[config.mk]
export PLATFORM = sky130hd
export DESIGN_NAME = vga_sync_decoder
export DESIGN_NICKNAME = d
export VERILOG_FILES = /design/src/rtl/vga_sync_decoder.sv
export SDC_FILE = /design/constraint.sdc
export NUM_CORES = 1
export LEC_CHECK = 0
export CAP_MARGIN = 10
export CORE_MARGIN = 1.5
export CORE_UTILIZATION = 42
export CTS_BUF_LIST = sky130_fd_sc_hd__clkbuf_8
export CTS_CLUSTER_DIAMETER = 150
export DETAILED_ROUTE_END_ITERATION = 10
export GPL_ROUTABILITY_DRIVEN = 0
export PLACE_DENSITY = 0.72
export SYNTH_ARGS = -nofsm -noshare
export SYNTH_HDL_FRONTEND = slang
export SYNTH_SLANG_ARGS = --single-unit
[constraint.sdc]
create_clock -name clk -period 7.3 [get_ports clk]
set_clock_uncertainty 0.1 [all_clocks]
set_input_delay 1.46 -clock clk [delete_from_list [all_inputs] [get_ports clk]]
set_output_delay 1.46 -clock clk [all_outputs]
set_load 0.1 [all_outputs]
[src/rtl/vga_sync_decoder.sv]
// Recovers pixel position from asynchronous VGA hsync/vsync and locks to the
// incoming timing after a run of consistent frames.
module vga_sync_decoder #(
  parameter int unsigned H_VISIBLE    = 640,
  parameter int unsigned H_SYNC_START = 656,
  parameter int unsigned H_TOTAL      = 800,
  parameter int unsigned V_VISIBLE    = 480,
  parameter int unsigned V_SYNC_START = 490,
  parameter int unsigned V_TOTAL      = 525,
  parameter int unsigned LOCK_FRAMES  = 2
) (
  input  logic       clk,
  input  logic       rst_n,
  input  logic       hsync,
  input  logic       vsync,
  output logic [9:0] col_count,
  output logic [9:0] row_count,
  output logic       valid,
  output logic       locked,
  output logic       frame_start,
  output logic       sync_err
);

  localparam int unsigned HTO_W = $clog2(2 * H_TOTAL);
  localparam int unsigned VTO_W = $clog2(2 * V_TOTAL);
  localparam int unsigned GC_W  = $clog2(LOCK_FRAMES + 1);

  localparam logic [9:0]       H_LAST   = 10'(H_TOTAL - 1);
  localparam logic [9:0]       V_LAST   = 10'(V_TOTAL - 1);
  localparam logic [9:0]       H_SYNC   = 10'(H_SYNC_START);
  localparam logic [9:0]       V_SYNC   = 10'(V_SYNC_START);
  localparam logic [9:0]       H_VIS    = 10'(H_VISIBLE);
  localparam logic [9:0]       V_VIS    = 10'(V_VISIBLE);
  localparam logic [HTO_W-1:0] HTO_MAX  = HTO_W'(2 * H_TOTAL - 1);
  localparam logic [VTO_W-1:0] VTO_MAX  = VTO_W'(2 * V_TOTAL - 1);
  localparam logic [GC_W-1:0]  GC_LOCK  = GC_W'(LOCK_FRAMES);

  typedef enum logic [1:0] {
    ST_SEARCH = 2'd0,
    ST_CHECK  = 2'd1,
    ST_LOCKED = 2'd2
  } state_e;

  logic             hs_meta_q, hs_sync_q, hs_prev_q;
  logic             vs_meta_q, vs_sync_q, vs_prev_q;
  logic [9:0]       h_cnt_q, h_cnt_d;
  logic [9:0]       v_cnt_q, v_cnt_d;
  logic [HTO_W-1:0] h_to_q, h_to_d;
  logic [VTO_W-1:0] v_to_q, v_to_d;
  logic [GC_W-1:0]  good_q, good_d;
  state_e           state_q, state_d;
  logic             sync_err_q, sync_err_d;

  logic             hs_fall_s, vs_fall_s;
  logic             h_wrap_s;
  logic [9:0]       h_free_s, v_free_s;
  logic             hs_bad_s, vs_bad_s, timeout_s, err_s;

  // Two-flop synchronizers plus one history flop per sync for edge detection
  always_ff @(posedge clk or negedge rst_n) begin
    if (!rst_n) begin
      hs_meta_q <= 1'b1;
      hs_sync_q <= 1'b1;
      hs_prev_q <= 1'b1;
      vs_meta_q <= 1'b1;
      vs_sync_q <= 1'b1;
      vs_prev_q <= 1'b1;
    end else begin
      hs_meta_q <= hsync;
      hs_sync_q <= hs_meta_q;
      hs_prev_q <= hs_sync_q;
      vs_meta_q <= vsync;
      vs_sync_q <= vs_meta_q;
      vs_prev_q <= vs_sync_q;
    end
  end

  // Free-running position, realignment on sync edges, edge quality and timeouts
  always_comb begin
    hs_fall_s = hs_prev_q & ~hs_sync_q;
    vs_fall_s = vs_prev_q & ~vs_sync_q;
    h_wrap_s  = (h_cnt_q == H_LAST);
    h_free_s  = 10'd0;
    v_free_s  = v_cnt_q;
    if (h_wrap_s) begin
      h_free_s = 10'd0;
      if (v_cnt_q == V_LAST) begin
        v_free_s = 10'd0;
      end else begin
        v_free_s = v_cnt_q + 10'd1;
      end
    end else begin
      h_free_s = h_cnt_q + 10'd1;
    end

    h_cnt_d  = hs_fall_s ? H_SYNC : h_free_s;
    v_cnt_d  = vs_fall_s ? V_SYNC : v_free_s;
    hs_bad_s = hs_fall_s && (h_free_s != H_SYNC);
    vs_bad_s = vs_fall_s && (v_free_s != V_SYNC);

    timeout_s = 1'b0;
    if (!hs_fall_s && (h_to_q == HTO_MAX)) begin
      timeout_s = 1'b1;
    end else begin
      timeout_s = 1'b0;
    end
    if (!vs_fall_s && h_wrap_s && (v_to_q == VTO_MAX)) begin
      timeout_s = 1'b1;
    end else begin
      timeout_s = timeout_s;
    end

    // Timeout counters restart after firing so a dead input keeps re-flagging
    if (hs_fall_s || (h_to_q == HTO_MAX)) begin
      h_to_d = '0;
    end else begin
      h_to_d = h_to_q + HTO_W'(1);
    end
    if (vs_fall_s || (h_wrap_s && (v_to_q == VTO_MAX))) begin
      v_to_d = '0;
    end else if (h_wrap_s) begin
      v_to_d = v_to_q + VTO_W'(1);
    end else begin
      v_to_d = v_to_q;
    end

    err_s = hs_bad_s | vs_bad_s | timeout_s;
  end

  // Acquisition state machine: SEARCH -> CHECK -> LOCKED
  always_comb begin
    state_d    = state_q;
    good_d     = good_q;
    sync_err_d = 1'b0;
    case (state_q)
      ST_SEARCH: begin
        if (vs_fall_s) begin
          state_d = ST_CHECK;
          good_d  = '0;
        end else begin
          state_d = ST_SEARCH;
        end
      end
      ST_CHECK: begin
        if (err_s) begin
          state_d = ST_SEARCH;
          good_d  = '0;
        end else if (vs_fall_s) begin
          good_d = good_q + GC_W'(1);
          if ((good_q + GC_W'(1)) == GC_LOCK) begin
            state_d = ST_LOCKED;
          end else begin
            state_d = ST_CHECK;
          end
        end else begin
          state_d = ST_CHECK;
        end
      end
      ST_LOCKED: begin
        if (err_s) begin
          state_d    = ST_SEARCH;
          good_d     = '0;
          sync_err_d = 1'b1;
        end else begin
          state_d = ST_LOCKED;
        end
      end
      default: begin
        state_d = ST_SEARCH;
        good_d  = '0;
      end
    endcase
  end

  // Counter, timeout and state registers
  always_ff @(posedge clk or negedge rst_n) begin
    if (!rst_n) begin
      h_cnt_q    <= 10'd0;
      v_cnt_q    <= 10'd0;
      h_to_q     <= '0;
      v_to_q     <= '0;
      good_q     <= '0;
      state_q    <= ST_SEARCH;
      sync_err_q <= 1'b0;
    end else begin
      h_cnt_q    <= h_cnt_d;
      v_cnt_q    <= v_cnt_d;
      h_to_q     <= h_to_d;
      v_to_q     <= v_to_d;
      good_q     <= good_d;
      state_q    <= state_d;
      sync_err_q <= sync_err_d;
    end
  end

  assign col_count   = h_cnt_q;
  assign row_count   = v_cnt_q;
  assign locked      = (state_q == ST_LOCKED);
  assign valid       = locked && (h_cnt_q < H_VIS) && (v_cnt_q < V_VIS);
  assign frame_start = locked && (h_cnt_q == 10'd0) && (v_cnt_q == 10'd0);
  assign sync_err    = sync_err_q;

endmodule

==> Word level (Yosys, flattened, before mapping) <==
Index checks and enable logic that the tools add are counted.
{ "op_classes": {"add_sub_neg": 5, "order_cmp": 2, "n_eq_ne": 12, "n_mux": 23, "bitwise_logic": 6, "n_reduce_logical": 19} }
{ "op_table": {"columns": ["cell", "n"], "rows": [
  ["10-bit two-way mux", 5],
  ["11-bit two-way mux", 3],
  ["11-bit by 1-bit adder with 11-bit output, second input constant", 2],
  ["11-bit equality test, second input constant", 2],
  ["10-bit by 1-bit adder with 10-bit output, second input constant", 2],
  ["10-bit equality test, second input constant", 2],
  ["10-bit logical NOT", 2],
  ["2-bit two-way mux", 8],
  ["2-bit case mux with 3 select lines", 2],
  ["1-bit logical AND", 10],
  ["10-bit less-than comparator, second input constant", 1],
  ["10-bit by 9-bit less-than comparator with 1-bit output, second input constant", 1],
  ["10-bit inequality test, second input constant", 1],
  ["10-bit by 9-bit inequality test with 1-bit output, second input constant", 1],
  ["1-bit two-way mux", 5],
  ["2-bit equality test, second input constant", 2],
  ["3-bit inequality test, second input constant", 1],
  ["3-bit AND reduction", 1],
  ["2-bit by 1-bit adder with 2-bit output, second input constant", 1],
  ["1-bit AND", 2],
  ["2-bit by 1-bit equality test with 1-bit output, second input constant", 1],
  ["1-bit logical NOT", 2],
  ["2-bit logical NOT", 1],
  ["1-bit logical OR", 2],
  ["other kinds (5)", 7]
]} }
{ "totals": {"reg_bits": 53, "input_bits": 4, "output_inout_bits": 24, "wordCells": 80} }

==> Depth between registers and ports, before layout <==
{ "logic_depth": {"word_depth": 9, "mapped_depth": 10} }

==> Least setup slack after synthesis <==
Ideal clock, no wire load.
{ "synth_path": {"kind": "flip-flop to output port", "from": "register v_cnt_q[0] (netlist: row_count[0])", "to": "output frame_start", "arrival_time_ns": 2.680, "required_ns": 5.740, "path_slack_ns": 3.060, "path_stages_with_launch": 6, "n_path_buf": 0, "cell_sequence": "dfrtp_1 inv_1 ha_1 or4b_4 nor4_1 and3_1"} }
{ "synth_via": {"elab_chain_cells": 2} }
{ "synth_rtl": {"columns": ["item", "line_no", "rtl"], "rows": [
  ["start: declaration", "47", "logic [9:0] v_cnt_q, v_cnt_d;"],
  ["start signal: assignment", "187", "v_cnt_q <= v_cnt_d;"],
  ["10-bit logical NOT", "200", "assign frame_start = locked && (h_cnt_q == 10'd0) && (v_cnt_q == 10'd0);"],
  ["1-bit logical AND", "200", null],
  ["end: declaration", "20", "output logic frame_start,"]
]} }
Every way passes these cells.

==> Worst setup path in the final report <==
Same ends and word-level chain as after synthesis.

==> results.sh <==
export IMPL_grt_max_degree=54
export IMPL_synth_top_cell_area_share_pct=39.6
export IMPL_cp_end_kind="output port"
export IMPL_hpwl_um=4340
export IMPL_max_slew_margin_pct=33.7
export IMPL_cts_resized=0
export IMPL_antenna_found_initial=0
export IMPL_final_antenna_net_count=0
export IMPL_synthDistinctLibCells=48
export IMPL_layout_common_cells="47 x dfrtp_1, 45 x nor2_1, 26 x clkdlybuf4s50_1"
export IMPL_critPathMaxStageDelay_ps=1120
export IMPL_fin_nets=358
export IMPL_min_period_ps=4670
export IMPL_dr_pass1_iters=5
export IMPL_yosys_warnings=0
export IMPL_rows=30
export IMPL_synth_edf_count=0
export IMPL_vias=2402
export IMPL_p_leak_uw=0.00141
export IMPL_ys_async_sr_fraction_pct=100
export IMPL_setup_viol=0
export IMPL_cp_start_kind="register"
export IMPL_clk_latency_ps=310
export IMPL_die_area_um2=7580
export IMPL_cts_buffers=5
export IMPL_post_cts_buffers=0
export IMPL_clock_sinks=53
export IMPL_synth_fp_nets=335
export IMPL_cts_tree="done"
export IMPL_drv_slew=0
export IMPL_netlist_instances=323
export IMPL_grt_overflow=0
export IMPL_rsz0062_at_grt="false"
export IMPL_clkTransAtPathRegs_ps=100
export IMPL_crit_required_ps=5740
export IMPL_ctsHoldBuffers=0
export IMPL_placedCellCount=435
export IMPL_synth_simple_gate_area_share_pct=29.7
export IMPL_min_period_over_period_pct=64.0
export IMPL_fin_ws_ps=2630
export IMPL_start_util_pct=43.5
export IMPL_reg2reg_setup_slack_ps=4130
export IMPL_antenna_cells=0
export IMPL_status="complete, no violations"
export IMPL_first_global_vias=2240
export IMPL_io_pins=28
export IMPL_finish_utilization_pct=49.9
export IMPL_chipHeight_um=87.1
export IMPL_layout_commonest_cell="dfrtp_1"
export IMPL_synth_compound_area_share_pct=9.52
export IMPL_grtUsageTotal_pct=18.0
export IMPL_synthAdderAreaFrac_pct=3.37
export IMPL_die_x_um=87.1
export IMPL_core_area_um2=6830
export IMPL_yosysSeqAreaShare_pct=44.9
export IMPL_drc=0
export IMPL_synth_area_um2=2970
export IMPL_drive_gt1_share_pct=8.07
export IMPL_synth_top_family_by_area="simple AND/OR/NAND/NOR gates"
export IMPL_critPathKind="register to output port"
export IMPL_synth_area_leader_cell="dfrtp_1"
export IMPL_hold_viol_final=0
export IMPL_synthTopCellsByArea="dfrtp_1 40%, nor2_1 5.7%, dfstp_2 5.3%"
export IMPL_viasPerCell=5.42
export IMPL_critical_path_buf_inv_count=2
export IMPL_ys_flop_type="dfrtp_1"
export IMPL_grt_pass1_wl_um=10800
export IMPL_fmaxAchievable_mhz=214
export IMPL_cp_top_family="buffers and inverters"
export IMPL_first_iter_violations=171
export IMPL_io_buffers=27
export IMPL_ctsRootBufferMaster="clkbuf_8"
export IMPL_avgSynthCellArea_um2=9.19
export IMPL_dp_slack_ps=2970
export IMPL_clock_path_buffers=2
export IMPL_cp_slowest_cell="clkdlybuf4s50_1"
export IMPL_area_growth_syn_to_layout_pct=14.9
export IMPL_drt_wirelength_per_cell_um=14.4
export IMPL_crit_chain="inv_1 > ha_1 > or4b_4 > nor4_1 > and3_1 > clkdlybuf4s50_1"
export IMPL_muxShareOfSynthArea_pct=1.39
export IMPL_hp_class="register to register"
export IMPL_instances_no_fill=443
export IMPL_crit_arrival_ps=3110
export IMPL_fill_cells=688
export IMPL_p_per_area_nw_per_um2=206
export IMPL_synth_seq_cells=53
export IMPL_cp_max_fo=8
export IMPL_h_tree_depth=2
export IMPL_maxCapViolations=0
export IMPL_worstMarginPinSlew_ps=991
export IMPL_drt_total_wl_um=6380
export IMPL_ir_drop_uv=90.6
export IMPL_synth_xor_area_share_pct=7.37
export IMPL_fin_tns_setup_ps=0
[logic make-up (layout without fill, tap and decap cells)]
kind of cell | count (synthesis) | after routing
buf+inv | 26 | 50
mux | 4 | 4
simple gates | 165 | 165
flops | 53 | 53
xor+xnor | 25 | 25
fa+ha+maj | 8 | 8
compound gates | 42 | 42
[flip-flops by register name, summed over array words and instances, names as in the netlist]
register   cells
vs_sync_q      1
v_to_q        11
col_count     10
h_to_q        11
vs_meta_q      1
hs_prev_q      1
good_q         2
vs_prev_q      1
sync_err       1
hs_sync_q      1
state_q        2
hs_meta_q      1
row_count     10
[final timing paths]
| check | startpoint | end | cells after the start |
|---|---|---|---|
| max | row_count[0] | frame_start | 6 |
| min | hs_meta_q | hs_sync_q | 0 |
| max reg2reg | col_count[1] | state_q[0] | 8 |
| min reg2reg | hs_meta_q | hs_sync_q | 0 |
| max in group asynchronous | rst_n | h_to_q[1] | 2 |
| min in group asynchronous | rst_n | v_to_q[6] | 2 |
[through the flow]
stage | hold WS [ps] | power (uW) | cell area, um2
floorplan | 245 | 483 | 2970
global placement | 246 | 520 | 3310
detailed placement | 247 | 524 | 3310
CTS | 260 | 707 | 3410
global route | 264 | 738 | 3410
finish | 259 | 703 | 3410
[worst reg2reg max path, delay by kind of cell, from the launching register on]
family | cells | cell delay [ps]
fa+ha+maj | 1 | 360
flops | 1 | 460
simple gates | 4 | 1590
compound gates | 3 | 590
[synth_stat cells, drive strengths merged, types with 8 or more instances]
cell and instances:
and3 13, nand3 23, dfrtp 47, nand2 25
xor2 15, xnor2 10, inv 12, ha 8
nand4 10, nor3 12, clkbuf 8, o21ai 14
nor2 46, a21oi 13
[report_power, final]
group	switching (uW)	total, uW	internal [uW]
clock	98.8	185	86.0
combinational	113	167	53.9
sequential	33.4	352	318
[layout make-up]
class                   count  area [um2]  area share [%]
clock buffers               7        96.3            2.82
clock inverters             1        5.00           0.147
inverters                  12        45.0            1.32
multi-input cells         244        1520            44.7
flip-flops and latches     53        1330            39.1
well taps                  96         120            3.52
repair buffers             30         288            8.43
[per-layer routing]
metal | track usage [%] | share of wire [%]
met3 | 2.94 | 5.0
met5 | 0 | 0
met4 | 7.18 | 0.89
met1 | 25.2 | 49
met2 | 28.0 | 46
(Power assumes the default switching activity.)
